## src/rtl/acc_dump_if.sv

```systemverilog
// acc_dump_if: output port of the integrate-and-dump controller.
//
// Handshake: the producer raises dump_valid while dump_data and dump_index
// hold an unconsumed dump. A transfer completes on a rising clk edge
// where dump_valid and dump_ready are both 1. While dump_valid=1 and
// dump_ready=0, the producer keeps dump_valid high. It also keeps
// dump_data and dump_index stable, except in the overwrite build.
//
// Signals:
//   dump_data  [DATA_WIDTH] producer -> consumer, captured sum
//   dump_valid [1]          producer -> consumer, slot holds a dump
//   dump_ready [1]          consumer -> producer, consumer accepts
//   dump_index [CNT_WIDTH]  producer -> consumer, dump sequence number
interface acc_dump_if #(
  parameter int DATA_WIDTH = 8,
  parameter int CNT_WIDTH  = 16
);
  logic [DATA_WIDTH-1:0] dump_data;
  logic                  dump_valid;
  logic                  dump_ready;
  logic [CNT_WIDTH-1:0]  dump_index;

  modport master (
    output dump_data,
    output dump_valid,
    output dump_index,
    input  dump_ready
  );

  modport slave (
    input  dump_data,
    input  dump_valid,
    input  dump_index,
    output dump_ready
  );
endinterface

```

## src/rtl/acc_dump.sv

```systemverilog
// acc_dump: integrate-and-dump controller that sits after an accumulator.
// It counts enabled samples. Every ACC_LEN samples it captures the
// accumulator sum into a one-entry output slot and pulses acc_clr so
// that the accumulator restarts from zero. A dump that cannot be placed
// because the slot is still full is lost. Each loss increments a
// saturating drop counter.
//
// Build option: define ACC_DUMP_OVERWRITE_EN and a conflicting new dump
// replaces the held dump. The replaced dump is the one counted as lost.
// Without the macro, the new dump is discarded and counted as lost.
//
// Ports:
//   clk, rst    clock, synchronous active-high reset
//   en          sample valid (same enable that drives the accumulator)
//   data_in     accumulator running sum
//   acc_clr     one-cycle clear to the accumulator (combinational)
//   drop_count  saturating count of lost dumps
//   cnt_dbg     sample counter state, for observation
//   dump        acc_dump_if.master output port (data/valid/ready/index)
module acc_dump #(
  parameter int DATA_WIDTH = 8,
  parameter int ACC_LEN    = 16,
  parameter int CNT_WIDTH  = 16
) (
  input  logic                  clk,
  input  logic                  rst,
  input  logic                  en,
  input  logic [DATA_WIDTH-1:0] data_in,
  output logic                  acc_clr,
  output logic [CNT_WIDTH-1:0]  drop_count,
  output logic [CNT_WIDTH-1:0]  cnt_dbg,
  acc_dump_if.master            dump
);

  localparam logic [CNT_WIDTH-1:0] CNT_LAST = CNT_WIDTH'(ACC_LEN - 1);

  logic [CNT_WIDTH-1:0]  cnt_q, cnt_d;
  logic                  valid_q, valid_d;
  logic [DATA_WIDTH-1:0] data_q, data_d;
  logic [CNT_WIDTH-1:0]  index_q, index_d;
  logic [CNT_WIDTH-1:0]  drop_q, drop_d;
  logic                  term;
  logic                  accept;
  logic                  conflict;

  always_comb begin
    // Reset gates term, so that no clear pulse is issued while in reset.
    term     = ~rst & en & (cnt_q == CNT_LAST);
    accept   = valid_q & dump.dump_ready;
    // The slot stays full past this edge, so a new dump has nowhere to go.
    conflict = term & valid_q & ~dump.dump_ready;

    cnt_d   = cnt_q;
    valid_d = valid_q;
    data_d  = data_q;
    index_d = index_q;
    drop_d  = drop_q;

    if (en) begin
      cnt_d = term ? '0 : cnt_q + CNT_WIDTH'(1);
    end

    if (conflict) begin
      if (drop_q != '1) begin
        drop_d = drop_q + CNT_WIDTH'(1);
      end
`ifdef ACC_DUMP_OVERWRITE_EN
      data_d  = data_in;
      index_d = index_q + CNT_WIDTH'(1);
`else
      data_d  = data_q;
      index_d = index_q;
`endif
    end else if (term) begin
      // Either the slot is empty, or it drains on this same edge.
      valid_d = 1'b1;
      data_d  = data_in;
      index_d = index_q + CNT_WIDTH'(1);
    end else if (accept) begin
      valid_d = 1'b0;
    end
  end

  always_ff @(posedge clk) begin
    if (rst) begin
      cnt_q   <= '0;
      valid_q <= 1'b0;
      data_q  <= '0;
      index_q <= '0;
      drop_q  <= '0;
    end else begin
      cnt_q   <= cnt_d;
      valid_q <= valid_d;
      data_q  <= data_d;
      index_q <= index_d;
      drop_q  <= drop_d;
    end
  end

  assign acc_clr         = term;
  assign drop_count      = drop_q;
  assign cnt_dbg         = cnt_q;
  assign dump.dump_valid = valid_q;
  assign dump.dump_data  = data_q;
  assign dump.dump_index = index_q;

endmodule

```

## src/flat_wrapper.sv

```systemverilog
// flat-port wrapper written by rule: the top's interface ports become plain ports
module acc_dump_flat 
#(
  parameter int DATA_WIDTH = 8,
  parameter int ACC_LEN    = 16,
  parameter int CNT_WIDTH  = 16
)
  (clk, rst, en, data_in, acc_clr, drop_count, cnt_dbg, dump_dump_data, dump_dump_valid, dump_dump_index, dump_dump_ready);
  acc_dump_if #(.DATA_WIDTH(DATA_WIDTH), .CNT_WIDTH(CNT_WIDTH)) dump_i ();
  input  logic clk;
  input  logic rst;
  input  logic en;
  input  logic [DATA_WIDTH-1:0] data_in;
  output logic acc_clr;
  output logic [CNT_WIDTH-1:0] drop_count;
  output logic [CNT_WIDTH-1:0] cnt_dbg;
  output wire logic [$bits(dump_i.dump_data)-1:0] dump_dump_data;
  output wire logic [$bits(dump_i.dump_valid)-1:0] dump_dump_valid;
  output wire logic [$bits(dump_i.dump_index)-1:0] dump_dump_index;
  input wire logic [$bits(dump_i.dump_ready)-1:0] dump_dump_ready;
  assign dump_dump_data = dump_i.dump_data;
  assign dump_dump_valid = dump_i.dump_valid;
  assign dump_dump_index = dump_i.dump_index;
  assign dump_i.dump_ready = dump_dump_ready;
  acc_dump #(.DATA_WIDTH(DATA_WIDTH), .ACC_LEN(ACC_LEN), .CNT_WIDTH(CNT_WIDTH)) u_core (.clk(clk), .rst(rst), .en(en), .data_in(data_in), .acc_clr(acc_clr), .drop_count(drop_count), .cnt_dbg(cnt_dbg), .dump(dump_i));
endmodule
```

## config.mk

```make
export PLATFORM = sky130hd
export DESIGN_NAME = acc_dump_flat
export DESIGN_NICKNAME = d
export VERILOG_FILES = /design/src/rtl/acc_dump_if.sv /design/src/rtl/acc_dump.sv /design/src/flat_wrapper.sv
export SDC_FILE = /design/constraint.sdc
export NUM_CORES = 1
export LEC_CHECK = 0
export ABC_AREA = 1
export CAP_MARGIN = 20
export CORE_MARGIN = 1
export CORE_UTILIZATION = 47
export CTS_BUF_LIST = sky130_fd_sc_hd__clkbuf_8
export DETAILED_ROUTE_END_ITERATION = 10
export PLACE_DENSITY_LB_ADDON = 0.1
export SLEW_MARGIN = 20
export SYNTH_ARGS = -nofsm -noshare
export SYNTH_HDL_FRONTEND = slang
export SYNTH_SLANG_ARGS = --single-unit
```

## constraint.sdc

```tcl
create_clock -name clk -period 1.4 [get_ports clk]
set_input_delay 0.35 -clock clk [delete_from_list [all_inputs] [get_ports clk]]
set_output_delay 0.35 -clock clk [all_outputs]
set_load 0.01 [all_outputs]
```

==> Word level (Yosys, flattened, before mapping) <==
Cells that the tools add are included.
{ "word_totals": {"rom_bits": 0, "in_bits": 12, "mem_count": 0, "latchBits": 0, "wordCells": 25, "mem_bits_rw": 0, "out_inout_bits": 58, "reg_bits": 57} }
{ "classes": {"n_eq_ne": 2, "add_sub_neg": 3, "order_cmp": 0, "n_reduce_logical": 4, "muxes": 3, "n_div": 0, "shifts": 0, "n_mul": 0, "bitwise_logic": 8} }
{ "op_table": {"columns": ["op", "count"], "rows": [
  ["16-bit by 1-bit adder with 16-bit output (second input constant)", 3],
  ["16-bit by 4-bit equality test with 1-bit output (second input constant)", 1],
  ["16-bit 2-to-1 mux", 1],
  ["16-bit != test (second input constant)", 1],
  ["2-bit AND reduction", 3],
  ["1-bit AND", 5],
  ["1-bit NOT", 3],
  ["1-bit 2-to-1 mux", 2],
  ["2-bit nonzero test", 1]
]} }

==> Logic depth before layout (Yosys ltp) <==
Gate-level depths: netlist of the first run.
{ "depth": {"depth_word": 7, "depth_mapped": 11, "ltp_nobuf": 11} }

==> Worst setup path before layout of the first run <==
OpenSTA, ideal clock, no wires.
{ "synth_path": {"kind": "register to register", "start": "register u_core.cnt_q[0], in the netlist u_core.cnt_dbg[0]", "end": "register u_core.index_q[6], in the netlist u_core.dump.dump_index[6]", "path_stages_with_launch": 10, "arrival_time_ns": 1.576, "setup_slack_ns": -0.292, "synth_period_minus_slack_ns": 1.692, "path_buffers": 1, "setup_ns": 0.116, "required_time_ns": 1.284, "cell_sequence": "dfxtp_1 ha_1 nand3_1 nor2_2 inv_1 nor2_2 nand2_1 buf_2 o21ai_1 a21oi_1"} }
{ "synth_via": {"elab_chain_cells": 6} }
{ "synth_rtl": {"columns": ["item", "line_no", "source"], "rows": [
  ["start, declared", "acc_dump.sv:37", "logic [CNT_WIDTH-1:0] cnt_q, cnt_d;"],
  ["start signal, assigned", "acc_dump.sv:92", "cnt_q <= cnt_d;"],
  ["16-bit by 4-bit equality test with 1-bit output (*)", "acc_dump.sv:48", "term = ~rst & en & (cnt_q == CNT_LAST);"],
  ["1-bit AND (*)", "acc_dump.sv:48", null],
  ["named net acc_clr", "flat_wrapper.sv:14", "output logic acc_clr;"],
  ["1-bit AND (2 in series)", "acc_dump.sv:51", "conflict = term & valid_q & ~dump.dump_ready;"],
  ["1-bit NOT (no source line)", null, null],
  ["2-bit AND reduction (no source line) (*)", null, null],
  ["end signal, assigned", "acc_dump.sv:95", "index_q <= index_d;"],
  ["end, declared", "acc_dump.sv:40", "logic [CNT_WIDTH-1:0] index_q, index_d;"]
]} }
Mark *: on every way through the listed nets, which the timed path passes. The rest lies on a longest branch.
A chain may end at the register's enable or synchronous reset.

==> Worst setup path in the final report of the first run <==
{ "layout_path": {"start": "register u_core.index_q[5], in the netlist u_core.dump.dump_index[5]", "end": "register u_core.index_q[9], in the netlist u_core.dump.dump_index[9]"} }
{ "layout_via": {"elab_chain_cells": 1} }
{ "layout_rtl": {"columns": ["item", "line_no", "source"], "rows": [
  ["16-bit by 1-bit adder with 16-bit output", "acc_dump.sv:78", "index_d = index_q + CNT_WIDTH'(1);"]
]} }
Every way passes these cells.

==> flow_metrics.env, run 1 <==
export IMPL_worst_slack_ns=-0.381
export IMPL_drt_iter0_markers=331
export IMPL_final_cell_mix="nand2_1 (75), nor2_1 (70), buf_4 (52), buf_6 (38)"
export IMPL_antenna_found_initial=0
export IMPL_die_y_um=81.3
export IMPL_antenna_cells=0
export IMPL_hpwl_mm=5.95
export IMPL_status="complete, but fails checks"
export IMPL_multi_input_area_um2=2210
export IMPL_p_clk_share_pct=43.4
export IMPL_peakVddDrop_uv=951
export IMPL_synth_seq_area_share_pct=38.6
export IMPL_firstDrtPassIters=6
export IMPL_clkTransAtPathRegs_ns=0.08
export IMPL_wl_mm=12.3
export IMPL_combinationalPowerShare_pct=6.5
export IMPL_place_ws_ns=-0.786
export IMPL_p_leak_nw=2.41
export IMPL_critical_path_class="flip-flop to flip-flop"
export IMPL_placed_area_um2=4370
export IMPL_grt_util_all_layers_pct=29.3
export IMPL_yosysWarningCount=0
export IMPL_grt_pass1_wl_mm=14.7
export IMPL_drc_errors=0
export IMPL_ys_seq_elements=57
export IMPL_hp_class="flip-flop to flip-flop"
export IMPL_fin_tns_setup_ns=-11.56
export IMPL_post_route_period_util_pct=127
export IMPL_seqCellArea_um2=1200
export IMPL_grt_max_degree=33
export IMPL_cts_tree="yes"
export IMPL_totalPowerFinal_w=0.00323
export IMPL_internal_power_w=0.00235
export IMPL_ctsHoldBuffers=0
export IMPL_p_sw_share_pct=27.4
export IMPL_drive_above_1_share_pct=48.9
export IMPL_ant_nets=0
export IMPL_clockRootBuffer="clkbuf_8"
export IMPL_io_buffers=69
export IMPL_area_delta_synth_final_pct=79.4
export IMPL_cts_buffer_depth=2
export IMPL_insertion_delay_ns=0.35
export IMPL_dieWidth_um=81.3
export IMPL_synth_area_um2=2960
export IMPL_syn_area_per_cell_um2=6.55
export IMPL_violations="setup timing"
export IMPL_finalHoldViolations=0
export IMPL_synthCells=452
export IMPL_io_pins=70
export IMPL_grt_ovfl_total=0
export IMPL_layout_nets=628
export IMPL_h_tree_depth=3
export IMPL_num_vias=4002
export IMPL_fin_worst_skew_ns=0.00775
export IMPL_cp_required_ns=1.64
export IMPL_die_area_um2=6620
export IMPL_ys_flop_type="dfxtp_1"
export IMPL_fillers=287
export IMPL_clock_sinks=57
export IMPL_cp_max_fo=4
export IMPL_detail_route_wl_per_cell_um=17.8
export IMPL_synth_async_reset_ratio_pct=0
export IMPL_worstMarginPinSlew_ns=0.449
export IMPL_setup_viol_count_final=58
export IMPL_slew_violations=0
export IMPL_viasPerCell=5.77
export IMPL_crit_path_start_kind="flip-flop"
export IMPL_core_um2=5990
export IMPL_pwr_share_seq_pct=50.1
export IMPL_slew_headroom_pct=69.9
export IMPL_synth_edf_count=0
export IMPL_place_congestion=0.925
export IMPL_cts_made_buffers=9
export IMPL_layout_commonest_cell="nand2_1"
export IMPL_power_density_nw_per_um2=609
export IMPL_drv_cap=0
export IMPL_ys_types=31
export IMPL_max_clock_freq_mhz=562
export IMPL_first_global_vias=3383
export IMPL_end_kind="flip-flop"
export IMPL_stdcell_area_um2=5310
export IMPL_fin_crit_ns=1.78
export IMPL_final_util_pct=88.6
export IMPL_worstPathArrival_ns=2.02
export IMPL_start_util_pct=49.4
export IMPL_rsz0062_at_grt="yes"
export IMPL_rows=28
export IMPL_syn_nets=467
export IMPL_p_switching_w=0.000885
sequential cells by signal, summed over array words and instances, names as in the netlist:
name                    flops
u_core.drop_count          16
u_core.cnt_dbg             16
u_core.dump.dump_data       8
u_core.dump.dump_valid      1
u_core.dump.dump_index     16
worst paths after layout:
| check | to | start | depth (start not counted) | slack, ns |
|---|---|---|---|---|
| worst min register to register | u_core.dump.dump_data[4]$_SDFFE_PP0P_ | u_core.dump.dump_data[4]$_SDFFE_PP0P_ | 2 | 0.50 |
| worst max register to register | u_core.dump.dump_index[9]$_SDFFE_PP0P_ | u_core.dump.dump_index[5]$_SDFFE_PP0P_ | 9 | -0.38 |
| worst max-delay path | u_core.dump.dump_index[9]$_SDFFE_PP0P_ | u_core.dump.dump_index[5]$_SDFFE_PP0P_ | 9 | -0.38 |
| worst min-delay path | u_core.dump.dump_data[4]$_SDFFE_PP0P_ | u_core.dump.dump_data[4]$_SDFFE_PP0P_ | 2 | 0.50 |
Yosys cell counts (4+ instances only):
library cell | count | area share, %
dfxtp_1 | 57 | 39
a21oi_1 | 31 | 5.2
inv_2 | 4 | 0.51
o21ai_0 | 9 | 1.5
nand3_2 | 4 | 1.4
nand2_1 | 99 | 13
o21ai_1 | 11 | 1.9
nor3_1 | 10 | 1.7
nand3_1 | 34 | 5.8
nand4_1 | 11 | 2.3
nor2_2 | 7 | 1.5
inv_1 | 42 | 5.3
nor2_1 | 102 | 13
repair_timing:
action / 4_1_cts / 5_1_grt
gates cloned: 3 / 2
setup buffers: 16 / 14
resized for setup: 174 / 164
endpoints found under the setup margin: 112 / 77
pin swaps: 17 / 55
critical path, cell delays in order, from the launching register on:
cell     delay (ns)
dfxtp_1        0.42
inv_1          0.09
nor2_1         0.19
nand2_1        0.13
nor2_1         0.33
nand3_1        0.17
nor2_1         0.15
nand2_1        0.08
nand2_1        0.07
nor2_1         0.04
power groups by stage:
stage	registers [W]	clock network, W	logic [W]
after CTS	0.00162	0.00139	0.000166
after floorplan	0.00167	0	0.0000687
after global routing	0.00162	0.00146	0.000223
final	0.00162	0.00140	0.000210
after detailed placement	0.00166	0	0.000159
after global placement	0.00166	0	0.000158
logic make-up (layout without fill, tap and decap cells):
family          Yosys count  after routing  synth area share, %
compound gates           54             54                 9.43
fa+ha+maj                 3              3                 1.27
xor+xnor                  5              5                 1.48
buf+inv                  56            222                 7.99
flops                    57             57                 38.6
simple gates            277            277                 41.3
cell type report:
type	instances	share of cell area (%)
Multi-Input combinational cell	339	41.7
Timing Repair Buffer	160	27.2
Sequential cell	57	22.6
Inverter	46	3.44
Clock buffer	9	2.33
Tap cell	75	1.77
Clock inverter	7	0.872
per-layer routing:
layer  vias up  routed length, µm  track usage (%)
met5         -                  0                0
met4         0                614             13.2
met3        82               1080             5.39
met2       276               6130             51.0
met1      1862               4510             34.6
li1       1782                  -                -
stage by stage:
stage                     hold slack [ns]  std cells
final                               0.501        693
after global routing                0.524        693
after CTS                           0.486        687
after detailed placement            0.477        657
after global placement              0.464        657
after floorplan                     0.469        452
(Power assumes the default switching activity.)
==> run 2: changes to the inputs <==
--- a/config.mk
+++ b/config.mk
@@ -6,7 +6,6 @@
 export NUM_CORES = 1
 export LEC_CHECK = 0
 export ABC_AREA = 1
-export CAP_MARGIN = 20
 export CORE_MARGIN = 1
 export CORE_UTILIZATION = 47
 export CTS_BUF_LIST = sky130_fd_sc_hd__clkbuf_8
==> results of run 2 <==
Final layout, timing and power as in run 1 (identical DEF).
==> run 3: changes to the inputs <==
--- a/config.mk
+++ b/config.mk
@@ -6,6 +6,7 @@
 export NUM_CORES = 1
 export LEC_CHECK = 0
 export ABC_AREA = 1
+export CORE_ASPECT_RATIO = 0.5
 export CORE_MARGIN = 1
 export CORE_UTILIZATION = 47
 export CTS_BUF_LIST = sky130_fd_sc_hd__clkbuf_8
==> run 3 against run 2 <==
Against the previous run: the run still ends with setup timing left; combinational power hardly changed; sequential share of layout area is 0.38 points lower; setup slack worse by 0.041 ns; critical path type is now flip-flop to output pin; critical endpoint is now acc_clr; largest power group is now the clock network; highest routed layer unchanged.
==> flow_metrics.env, run 3 (synthesis results as in run 1) <==
export IMPL_core_um2=5780
export IMPL_die_y_um=58.1
export IMPL_ant_nets=0
export IMPL_first_global_vias=3659
export IMPL_antenna_found_initial=0
export IMPL_violations="setup timing"
export IMPL_clockRootBuffer="clkbuf_8"
export IMPL_antenna_cells=0
export IMPL_dieWidth_um=114
export IMPL_critical_path_class="flip-flop to output pin"
export IMPL_power_density_nw_per_um2=640
export IMPL_hpwl_mm=6.33
export IMPL_setup_viol_count_final=62
export IMPL_worstMarginPinSlew_ns=0.458
export IMPL_worstPathArrival_ns=1.47
export IMPL_max_stage_delay_ns=0.34
export IMPL_crit_path_end="acc_clr"
export IMPL_worst_slack_ns=-0.421
export IMPL_fillers=172
export IMPL_area_delta_synth_final_pct=83.2
export IMPL_startpoint="u_core.cnt_dbg[10]$_SDFFE_PP0P_"
export IMPL_crit_top_cell="nor2_4"
export IMPL_drt_met1_wl_mm=5.08
export IMPL_viasPerCell=6.14
export IMPL_totalPowerFinal_w=0.00347
export IMPL_insertion_delay_ns=0.37
export IMPL_clkTransAtPathRegs_ns=0.07
export IMPL_wl_mm=14.5
export IMPL_grt_max_degree=33
export IMPL_start_util_pct=51.2
export IMPL_placed_area_um2=4460
export IMPL_drive_above_1_share_pct=49.4
export IMPL_crit_chain="nor2_4 -> nand2_1 -> nor2_2 -> nand2_2 -> nor2_4 -> buf_6"
export IMPL_num_vias=4357
export IMPL_io_pins=70
export IMPL_io_buffers=69
export IMPL_cp_slowest_cell="dfxtp_2"
export IMPL_grt_util_all_layers_pct=32.7
export IMPL_cp_max_fo=2
export IMPL_layout_nets=636
export IMPL_crit_path_start_kind="flip-flop"
export IMPL_rrSetupSlack_ns=-0.40
export IMPL_route_met2_wl_mm=6.54
export IMPL_hp_class="flip-flop to flip-flop"
export IMPL_status="complete, but fails checks"
export IMPL_layout_commonest_cell="nor2_1"
export IMPL_grt_pass1_wl_mm=16.5
export IMPL_final_util_pct=93.8
export IMPL_slew_violations=0
export IMPL_fin_tns_setup_ns=-12.76
export IMPL_finalHoldViolations=0
export IMPL_p_leak_nw=2.41
export IMPL_cts_buffer_depth=2
export IMPL_crit_buf_inv=1
export IMPL_peakVddDrop_uv=569
export IMPL_rsz0062_at_grt="yes"
export IMPL_cp_required_ns=1.05
export IMPL_cpLargestDelayFamily="simple AND/OR/NAND/NOR gates"
export IMPL_routed_top_layer="met4"
export IMPL_drc_errors=0
export IMPL_die_area_um2=6640
export IMPL_cts_made_buffers=9
export IMPL_max_clock_freq_mhz=549
export IMPL_r2r_end="u_core.dump.dump_index[3]$_SDFFE_PP0P_"
export IMPL_r2r_cells=9
export IMPL_fin_crit_ns=1.82
export IMPL_r2r_start="u_core.cnt_dbg[8]$_SDFFE_PP0P_"
export IMPL_final_cell_mix="nor2_1 (76), nand2_1 (73), buf_4 (64), buf_6 (37), inv_1 (35)"
export IMPL_firstDrtPassIters=7
export IMPL_path_depth=6
export IMPL_cts_tree="yes"
export IMPL_place_congestion=0.864
export IMPL_detail_route_wl_per_cell_um=20.4
export IMPL_post_route_period_util_pct=130
export IMPL_fin_worst_skew_ns=0.0116
export IMPL_end_kind="output pin"
export IMPL_ctsHoldBuffers=0
export IMPL_h_tree_depth=3
export IMPL_clock_sinks=57
export IMPL_grt_ovfl_total=0
export IMPL_dr_wl_met3_mm=1.56
export IMPL_stdcell_area_um2=5420
export IMPL_slew_headroom_pct=69.5
export IMPL_rows=19
export IMPL_drv_cap=0
export IMPL_drt_iter0_markers=470
==> run 3: how the worst min path moves through the flow <==
| stage | cells after the start | to | startpoint |
|---|---|---|---|
| floorplan | 1 | u_core.dump.dump_index[0]$_SDFFE_PP0P_ | u_core.dump.dump_index[0]$_SDFFE_PP0P_ |
| global placement | 2 | u_core.dump.dump_index[2]$_SDFFE_PP0P_ | u_core.dump.dump_index[2]$_SDFFE_PP0P_ |
| detailed placement | 2 | u_core.dump.dump_index[2]$_SDFFE_PP0P_ | u_core.dump.dump_index[2]$_SDFFE_PP0P_ |
| CTS | 2 | u_core.dump.dump_index[2]$_SDFFE_PP0P_ | u_core.dump.dump_index[2]$_SDFFE_PP0P_ |
| global route | 2 | u_core.dump.dump_data[5]$_SDFFE_PP0P_ | u_core.dump.dump_data[5]$_SDFFE_PP0P_ |
| finish | 2 | u_core.drop_count[8]$_SDFFE_PP0P_ | u_core.drop_count[8]$_SDFFE_PP0P_ |
==> run 3: per-stage QoR <==
stage	std cells	setup WS, ns	hold slack, ns
finish	710	-0.421	0.488
global route	710	-0.571	0.519
CTS	700	-0.279	0.498
detailed placement	673	-0.754	0.490
global placement	673	-0.755	0.468
floorplan	452	-0.0472	0.469
==> run 3: layout make-up <==
cell class | count | area, µm² | area share [%]
well taps | 84 | 105 | 1.94
flip-flops and latches | 57 | 1210 | 22.3
repair buffers | 168 | 1500 | 27.7
clock inverters | 7 | 70.1 | 1.29
clock buffers | 9 | 124 | 2.28
inverters | 46 | 185 | 3.42
multi-input cells | 339 | 2230 | 41.1
==> run 3: power by group <==
part | switching [W] | total, W | internal (W)
clock network | 0.000820 | 0.00164 | 0.000818
registers | 0.00000569 | 0.00162 | 0.00161
logic | 0.000116 | 0.000213 | 0.0000977
total | 0.000942 | 0.00347 | 0.00253
==> run 3: per-layer routing <==
layer  vias to the layer above  global-route usage, %
met3                       173                   9.21
met1                      1975                   35.0
met4                         0                   16.5
met2                       412                   60.5
met5                         -                      0
li1                       1797                      -
==> run 3: worst register-to-register path, cell delays in order, from the launching register on <==
cell and delay, ns:
dfxtp_2 0.34, buf_6 0.13, nor2_2 0.14, nand2_2 0.11, nor2_4 0.19, buf_6 0.13
nand3_4 0.17, o21ai_2 0.18, inv_1 0.07, nor2_1 0.24
==> run 3: what timing repair did <==
action,CTS,global route
setup endpoints to repair,112,86
gates cloned,2,1
setup buffers,11,21
pin swaps,29,65
gates resized for setup,186,161
